==> src/rtl/aim_pkg.sv <==
// Shared constants for the aim/power controller: FSM encodings, request indices
// and the VGA coordinate width.
package aim_pkg;

  // FSM state encodings
  localparam logic [1:0] S_IDLE   = 2'd0;
  localparam logic [1:0] S_LAUNCH = 2'd1;
  localparam logic [1:0] S_LOCKED = 2'd2;

  // Bit positions in the request vectors
  localparam int unsigned REQ_AUP  = 0;
  localparam int unsigned REQ_ADN  = 1;
  localparam int unsigned REQ_PUP  = 2;
  localparam int unsigned REQ_PDN  = 3;
  localparam int unsigned REQ_FIRE = 4;
  localparam int unsigned REQ_NUM  = 5;

  // VGA pixel coordinate width
  localparam int unsigned COORD_W = 10;

endpackage

==> src/rtl/btn_edge.sv <==
// Active-low button conditioner: 2-FF synchroniser followed by a falling-edge
// (press) detector. With AIM_AUTOREPEAT_EN the synchronised held level is also
// exported so the top can auto-repeat held buttons.
module btn_edge (
  input  logic i_clk,
  input  logic i_rst,
  input  logic i_btn_n,
`ifdef AIM_AUTOREPEAT_EN
  output logic o_held,
`endif
  output logic o_fall
);

  logic r_sync1;
  logic r_sync2;
  logic r_prev;

  // Synchroniser and edge history; idle level is 1 so reset gives no false press
  always_ff @(posedge i_clk or negedge i_rst) begin
    if (!i_rst) begin
      r_sync1 <= 1'b1;
      r_sync2 <= 1'b1;
      r_prev  <= 1'b1;
    end else begin
      r_sync1 <= i_btn_n;
      r_sync2 <= r_sync1;
      r_prev  <= r_sync2;
    end
  end

  assign o_fall = r_prev & ~r_sync2;
`ifdef AIM_AUTOREPEAT_EN
  assign o_held = ~r_sync2;
`endif

endmodule

==> src/rtl/aim_power_ctrl.sv <==
// Aim/power controller for the ball thrower. Buttons become saturating Ang/Vel
// steps on each tick, the aim arrow is drawn from Ang/Vel, and fire hands the
// settings to the flight engine over a valid/ready handshake. Aim is locked
// until the flight engine reports landing.
// Optional feature: define AIM_AUTOREPEAT_EN for auto-repeat of held adjust buttons.
module aim_power_ctrl
  import aim_pkg::*;
#(
  parameter int unsigned ANG_W        = 5,
  parameter int unsigned ANG_MAX      = 16,
  parameter int unsigned VEL_W        = 3,
  parameter int unsigned VEL_MAX      = 5,
  parameter int unsigned ARROW_X0     = 31,
  parameter int unsigned ARROW_Y0     = 425,
  parameter int unsigned ARROW_SZ     = 5,
  parameter int unsigned ANG_DX       = 1,
  parameter int unsigned ANG_DY       = 4,
  parameter int unsigned VEL_DX       = 4,
  parameter int unsigned VEL_DY       = 10,
  parameter int unsigned REPEAT_TICKS = 8
) (
  input  logic               i_clk,
  input  logic               i_rst,
  input  logic               i_tick,
  input  logic               i_angleup,
  input  logic               i_angledown,
  input  logic               i_powerup,
  input  logic               i_powerdown,
  input  logic               i_fire,
  input  logic [COORD_W-1:0] i_xCount,
  input  logic [COORD_W-1:0] i_yCount,
  input  logic               i_flight_done,
  input  logic               i_launch_ready,
  output logic               o_launch_valid,
  output logic               o_busy,
  output logic               o_arrow,
  output logic [VEL_W-1:0]   o_Vel,
  output logic [ANG_W-1:0]   o_Ang
);

  logic [REQ_NUM-1:0] w_btn_n;
  logic [REQ_NUM-1:0] w_fall;
  logic [REQ_NUM-1:0] w_rep;
  logic [REQ_NUM-1:0] w_pend;
  logic [REQ_NUM-1:0] r_req;
  logic [REQ_NUM-1:0] w_req_nxt;
  logic [1:0]         r_state;
  logic [1:0]         w_state_nxt;
  logic [ANG_W-1:0]   r_ang;
  logic [ANG_W-1:0]   w_ang_nxt;
  logic [VEL_W-1:0]   r_vel;
  logic [VEL_W-1:0]   w_vel_nxt;
  logic               r_arrow;
  logic [COORD_W-1:0] w_ax;
  logic [COORD_W-1:0] w_ay;
  logic               w_in_x;
  logic               w_in_y;

  assign w_btn_n[REQ_AUP]  = i_angleup;
  assign w_btn_n[REQ_ADN]  = i_angledown;
  assign w_btn_n[REQ_PUP]  = i_powerup;
  assign w_btn_n[REQ_PDN]  = i_powerdown;
  assign w_btn_n[REQ_FIRE] = i_fire;

`ifdef AIM_AUTOREPEAT_EN
  localparam int unsigned RepW = $clog2(REPEAT_TICKS + 1);

  logic [REQ_NUM-1:0] w_held;
  logic [3:0]         w_held_adj;
  logic [3:0]         r_rep_btn;
  logic [3:0]         w_rep_btn_nxt;
  logic [RepW-1:0]    r_rep_cnt;
  logic [RepW-1:0]    w_rep_cnt_nxt;
`endif

  for (genvar g = 0; g < REQ_NUM; g++) begin : g_btn
    btn_edge u_btn_edge (
      .i_clk   (i_clk),
      .i_rst   (i_rst),
      .i_btn_n (w_btn_n[g]),
`ifdef AIM_AUTOREPEAT_EN
      .o_held  (w_held[g]),
`endif
      .o_fall  (w_fall[g])
    );
  end

`ifdef AIM_AUTOREPEAT_EN
  // Fire is excluded: only the four adjust buttons repeat
  assign w_held_adj = w_held[3:0];

  // Repeat timer: restarts when the held set changes, re-issues every REPEAT_TICKS ticks
  always_comb begin
    w_rep         = '0;
    w_rep_btn_nxt = r_rep_btn;
    w_rep_cnt_nxt = r_rep_cnt;
    if (i_tick) begin
      if (w_held_adj != r_rep_btn) begin
        w_rep_btn_nxt = w_held_adj;
        w_rep_cnt_nxt = '0;
      end else if (w_held_adj != 4'b0) begin
        if (r_rep_cnt == RepW'(REPEAT_TICKS - 1)) begin
          w_rep_cnt_nxt = '0;
          w_rep[3:0]    = w_held_adj;
        end else begin
          w_rep_cnt_nxt = r_rep_cnt + 1'b1;
        end
      end
    end
  end

  // Repeat timer state
  always_ff @(posedge i_clk or negedge i_rst) begin
    if (!i_rst) begin
      r_rep_btn <= '0;
      r_rep_cnt <= '0;
    end else begin
      r_rep_btn <= w_rep_btn_nxt;
      r_rep_cnt <= w_rep_cnt_nxt;
    end
  end
`else
  assign w_rep = '0;
`endif

  // Edges arriving on the tick clock itself are folded into this tick's decision
  assign w_pend = r_req | w_fall | w_rep;

  // Request consumption, saturating Ang/Vel update and launch FSM
  always_comb begin
    w_state_nxt = r_state;
    w_req_nxt   = r_req;
    w_ang_nxt   = r_ang;
    w_vel_nxt   = r_vel;
    case (r_state)
      S_IDLE: begin
        if (i_tick) begin
          w_req_nxt = '0;
          if (w_pend[REQ_FIRE]) begin
            w_state_nxt = S_LAUNCH;
          end else if (w_pend[REQ_AUP]) begin
            if (r_ang < ANG_W'(ANG_MAX)) w_ang_nxt = r_ang + 1'b1;
          end else if (w_pend[REQ_ADN]) begin
            if (r_ang != '0) w_ang_nxt = r_ang - 1'b1;
          end else if (w_pend[REQ_PUP]) begin
            if (r_vel < VEL_W'(VEL_MAX)) w_vel_nxt = r_vel + 1'b1;
          end else if (w_pend[REQ_PDN]) begin
            if (r_vel != '0) w_vel_nxt = r_vel - 1'b1;
          end
        end else begin
          w_req_nxt = w_pend;
        end
      end
      S_LAUNCH: begin
        w_req_nxt = '0;
        if (i_launch_ready) w_state_nxt = S_LOCKED;
      end
      S_LOCKED: begin
        w_req_nxt = '0;
        if (i_flight_done) w_state_nxt = S_IDLE;
      end
      default: begin
        w_req_nxt   = '0;
        w_state_nxt = S_IDLE;
      end
    endcase
  end

  // Control and setting registers
  always_ff @(posedge i_clk or negedge i_rst) begin
    if (!i_rst) begin
      r_state <= S_IDLE;
      r_req   <= '0;
      r_ang   <= '0;
      r_vel   <= '0;
    end else begin
      r_state <= w_state_nxt;
      r_req   <= w_req_nxt;
      r_ang   <= w_ang_nxt;
      r_vel   <= w_vel_nxt;
    end
  end

  // Arrow origin from the current settings. Only the low 10 bits of the signed
  // 11-bit result are kept, which 10-bit modular arithmetic gives directly.
  assign w_ax = COORD_W'(ARROW_X0) - COORD_W'(r_ang) * COORD_W'(ANG_DX)
              + COORD_W'(r_vel) * COORD_W'(VEL_DX);
  assign w_ay = COORD_W'(ARROW_Y0) - COORD_W'(r_ang) * COORD_W'(ANG_DY)
              - COORD_W'(r_vel) * COORD_W'(VEL_DY);

  // Extra bit keeps ax+ARROW_SZ from wrapping near the right screen edge
  assign w_in_x = ({1'b0, i_xCount} > {1'b0, w_ax}) &&
                  ({1'b0, i_xCount} < ({1'b0, w_ax} + (COORD_W + 1)'(ARROW_SZ)));
  assign w_in_y = ({1'b0, i_yCount} > {1'b0, w_ay}) &&
                  ({1'b0, i_yCount} < ({1'b0, w_ay} + (COORD_W + 1)'(ARROW_SZ)));

  // Arrow pixel flag, one clock behind the scan coordinates
  always_ff @(posedge i_clk or negedge i_rst) begin
    if (!i_rst) begin
      r_arrow <= 1'b0;
    end else begin
      r_arrow <= w_in_x && w_in_y;
    end
  end

  assign o_launch_valid = (r_state == S_LAUNCH);
  assign o_busy         = (r_state == S_LAUNCH) || (r_state == S_LOCKED);
  assign o_arrow        = r_arrow;
  assign o_Ang          = r_ang;
  assign o_Vel          = r_vel;

endmodule

==> config.mk <==
export PLATFORM = sky130hd
export DESIGN_NAME = aim_power_ctrl
export DESIGN_NICKNAME = d
export VERILOG_FILES = /design/src/rtl/aim_pkg.sv /design/src/rtl/btn_edge.sv /design/src/rtl/aim_power_ctrl.sv
export SDC_FILE = /design/constraint.sdc
export NUM_CORES = 1
export LEC_CHECK = 0
export BUFFER_PORTS_ARGS = -buffer_cell sky130_fd_sc_hd__buf_4
export CORE_ASPECT_RATIO = 1.25
export CORE_MARGIN = 2
export CORE_UTILIZATION = 50
export CTS_CLUSTER_SIZE = 8
export DETAILED_ROUTE_END_ITERATION = 10
export HOLD_SLACK_MARGIN = 0.15
export PLACE_DENSITY = 0.72
export SLEW_MARGIN = 20
export SYNTH_ARGS = -nofsm -noshare
export SYNTH_HDL_FRONTEND = slang
export SYNTH_SLANG_ARGS = --single-unit
==> constraint.sdc <==
create_clock -name i_clk -period 9.2 [get_ports i_clk]
set_input_delay 0.46 -clock i_clk [delete_from_list [all_inputs] [get_ports i_clk]]
set_output_delay 0.46 -clock i_clk [all_outputs]
set_load 0.01 [all_outputs]
==> summary.txt <==
CTS sink cnt: 31
I/O pins: 41
Vias in the first global route: 2,092
Final GP Congestion: 0.786
Worst reg-to-reg path cell count: 16
First-pass detailed-route iteration total: 4
Crit path DAT: 4.84 ns
Worst-skew pair later-pin latency: 0.27 ns
Post-synth top area share: 26.3%
Max Cap Violations: 0
H-tree levels: 2
Core outline area: 5120 µm²
RSZ-0062 raised after global routing: no
Startpoint Class: flop
ANT cells: 0
Syn_nets: 358
First-pass GRT wire length: 9160 µm
R2R Setup Slk: 4.54 ns
Rows: 29
Detailed Place HPWL: 4340 µm
Die ar.: 5930 µm²
CTS tree: done
WP data required: 9.38 ns
Fin nets: 405
Placed cell count: 369
Fin cells: 378
Critical path type: flop to flop
Critical path depth: 16
Register area share after synthesis: 29.8%
Slew Limit Fails: 0
Seq cells post-synth: 31
Initial core utilization: 52.1%
Synthesized area per cell: 9.94 µm²
EDFF count, synth: 0
CP max-delay cell: fa_1
Area occupied by multi-input gates: 1720 µm²
WL/cell: 13.7 µm
P&R area growth vs syn: 18.6%
Post-route ant nets: 0
Largest net degree at the start of global routing: 32
Critical path buffers and inverters: 0
Cells after synthesis: 268
Worst slew pin tran: 0.651 ns
Worst hold slack: 0.288 ns
Period utilization: 50.6%
Hold-fix buffers at CTS: 1
Remaining routing DRC violations: 0
Slowest stage delay, CP: 0.63 ns
Maximum operating frequency: 0.215 GHz
# resized after CTS: 0
PortBufs: 40
Setup violators final: 0
Die width: 69.3 µm
Number of buffers created by CTS: 5
Worst-path clk slew: 0.07 ns
Post-synth ARST share: 100%
Final hold vios: 0
Most common cell after layout, fill and taps aside: ha_1
Initial antenna violation count: 0
Max_slew headroom: 56.6%
Clk buf depth: 2
Setup TNS: 0 ns
Worst path top cell family by delay: adder cells
Gr usage total: 18.7%
Critical Path Sink: o_arrow
Die H: 85.6 µm
GRT Residual Overflow: 0
Via count: 2,054
Hold Path Class: input port to flop
Seq. cell area: 795 µm²
Crit Path Max Fanout: 11
FILL cells: 437
Post-Route WL: 5170 µm
Synth area leaders: ha_1 (26%), dfrtp_1 (15%), dfstp_2 (15%)
Initial DRC count: 60
Most frequent CP cell: ha_1
Post-Route Skew: 0.00381 ns
Crit end category: flop
Yosys warns: 0
Vias per inst: 5.43
Cell taking the most area after synthesis: ha_1
Worst setup startpoint: o_Vel[0]
# Post-CTS Setup Buffers: 0
CP cell instances: ha_1 -> ha_1 -> ha_1 -> ha_1 -> fa_1 -> nor2_1 -> a221o_1 -> a211oi_4 -> and4_1 -> nand4b_1 -> o2111a_1 -> ha_1 -> a21o_1 -> a2111oi_0 -> nand4_1 -> a311oi_1
Most frequent cells in the layout: ha_1 (56), buf_4 (40), inv_1 (38)
Worst R2R End: o_arrow
Count of different cell masters after synthesis: 45
Root buffer cell: clkbuf_8
Share of layout cells above drive strength 1: 21.2%
Status: completed
Period minus WS final: 4.66 ns
Reg-to-reg critical path startpoint: o_Vel[0]
Synth Cell Area: 2660 µm²
Top_reg_cell synth: dfrtp_1
==> sequential cells by signal (all words and copies together) (netlist names) <==
signal                    cells
r_req                         5
o_Vel                         3
g_btn.u_btn_edge.r_sync2      5
g_btn.u_btn_edge.r_sync1      5
o_arrow                       1
g_btn.u_btn_edge.r_prev       5
o_Ang                         5
r_state                       2
==> worst reg2reg max path: cells and delay by family (launching register included) <==
kind,cells,cell delay (ns)
AO/OA/AOI/OAI,6,1.57
AND/OR/NAND/NOR,4,0.65
adder cells (fa/ha/maj),6,1.85
flip-flops,1,0.51
==> cell families (layout without fill, tap and decap cells) <==
logic type	after synthesis	after routing	synth area share [%]
AOI/OAI and AO/OA	59	59	15.3
and+or+nand+nor	52	52	10.7
buffers and inverters	39	87	5.78
xor gates and xnor gates	22	22	7.23
adders and majority gates	60	60	29.3
DFF	31	31	29.8
muxes	5	5	1.88
==> cell usage after synthesis, types with 2 or more instances <==
cell and count:
or2_1 2, o21ai_0 7, or3_1 2, mux2i_1 5
nand3_1 4, inv_1 38, a211oi_1 4, ha_1 56
nand4b_1 3, nor3_1 5, xnor2_1 14, nand4_1 3
o211ai_1 3, nand2b_1 3, nand2_1 8, a21o_1 8
fa_1 4, a21oi_1 18, and4_1 2, o21a_1 4
nor2_1 14, a2111oi_0 2, dfrtp_1 16, xor2_1 8
dfstp_2 15
==> routing by layer <==
metal | GRT usage [%] | wire length (µm)
met1 | 21.8 | 2180
met2 | 35.3 | 2730
met3 | 2.35 | 128
met4 | 6.42 | 135
met5 | 0 | 0
==> through the flow <==
stage          setup WS [ns]  utilization, %  area, µm²
4_1_cts                 4.56            61.7       3160
5_1_grt                 4.15            61.7       3160
3_3_place_gp            4.77            59.2       3030
2_1_floorplan           4.90               -       2660
6_report                4.54            61.7       3160
3_5_place_dp            4.56            59.2       3030
==> layout make-up <==
class | instances | area share, %
Clock inverter | 2 | 1.11
Inverter | 38 | 4.52
Sequential cell | 31 | 25.2
Timing Repair Buffer | 41 | 9.83
Tap cell | 62 | 2.46
Multi-Input combinational cell | 198 | 54.3
Clock buffer | 6 | 2.61
==> worst min-delay path by stage <==
| stage | start | cells after the start | to | slack [ns] |
|---|---|---|---|---|
| floorplan | i_rst | 0 | o_Ang[0] | 0.16 |
| global placement | g_btn[1].u_btn_edge.r_sync1 | 0 | g_btn[1].u_btn_edge.r_sync2 | 0.35 |
| detailed placement | g_btn[3].u_btn_edge.r_sync1 | 0 | g_btn[3].u_btn_edge.r_sync2 | 0.35 |
| CTS | i_powerup | 1 | g_btn[2].u_btn_edge.r_sync1 | 0.28 |
| global route | i_fire | 1 | g_btn[4].u_btn_edge.r_sync1 | 0.28 |
| finish | i_powerup | 1 | g_btn[2].u_btn_edge.r_sync1 | 0.29 |
Power is not shown: default switching activity piles up to over one toggle a cycle in this logic, so the estimate is an artifact.
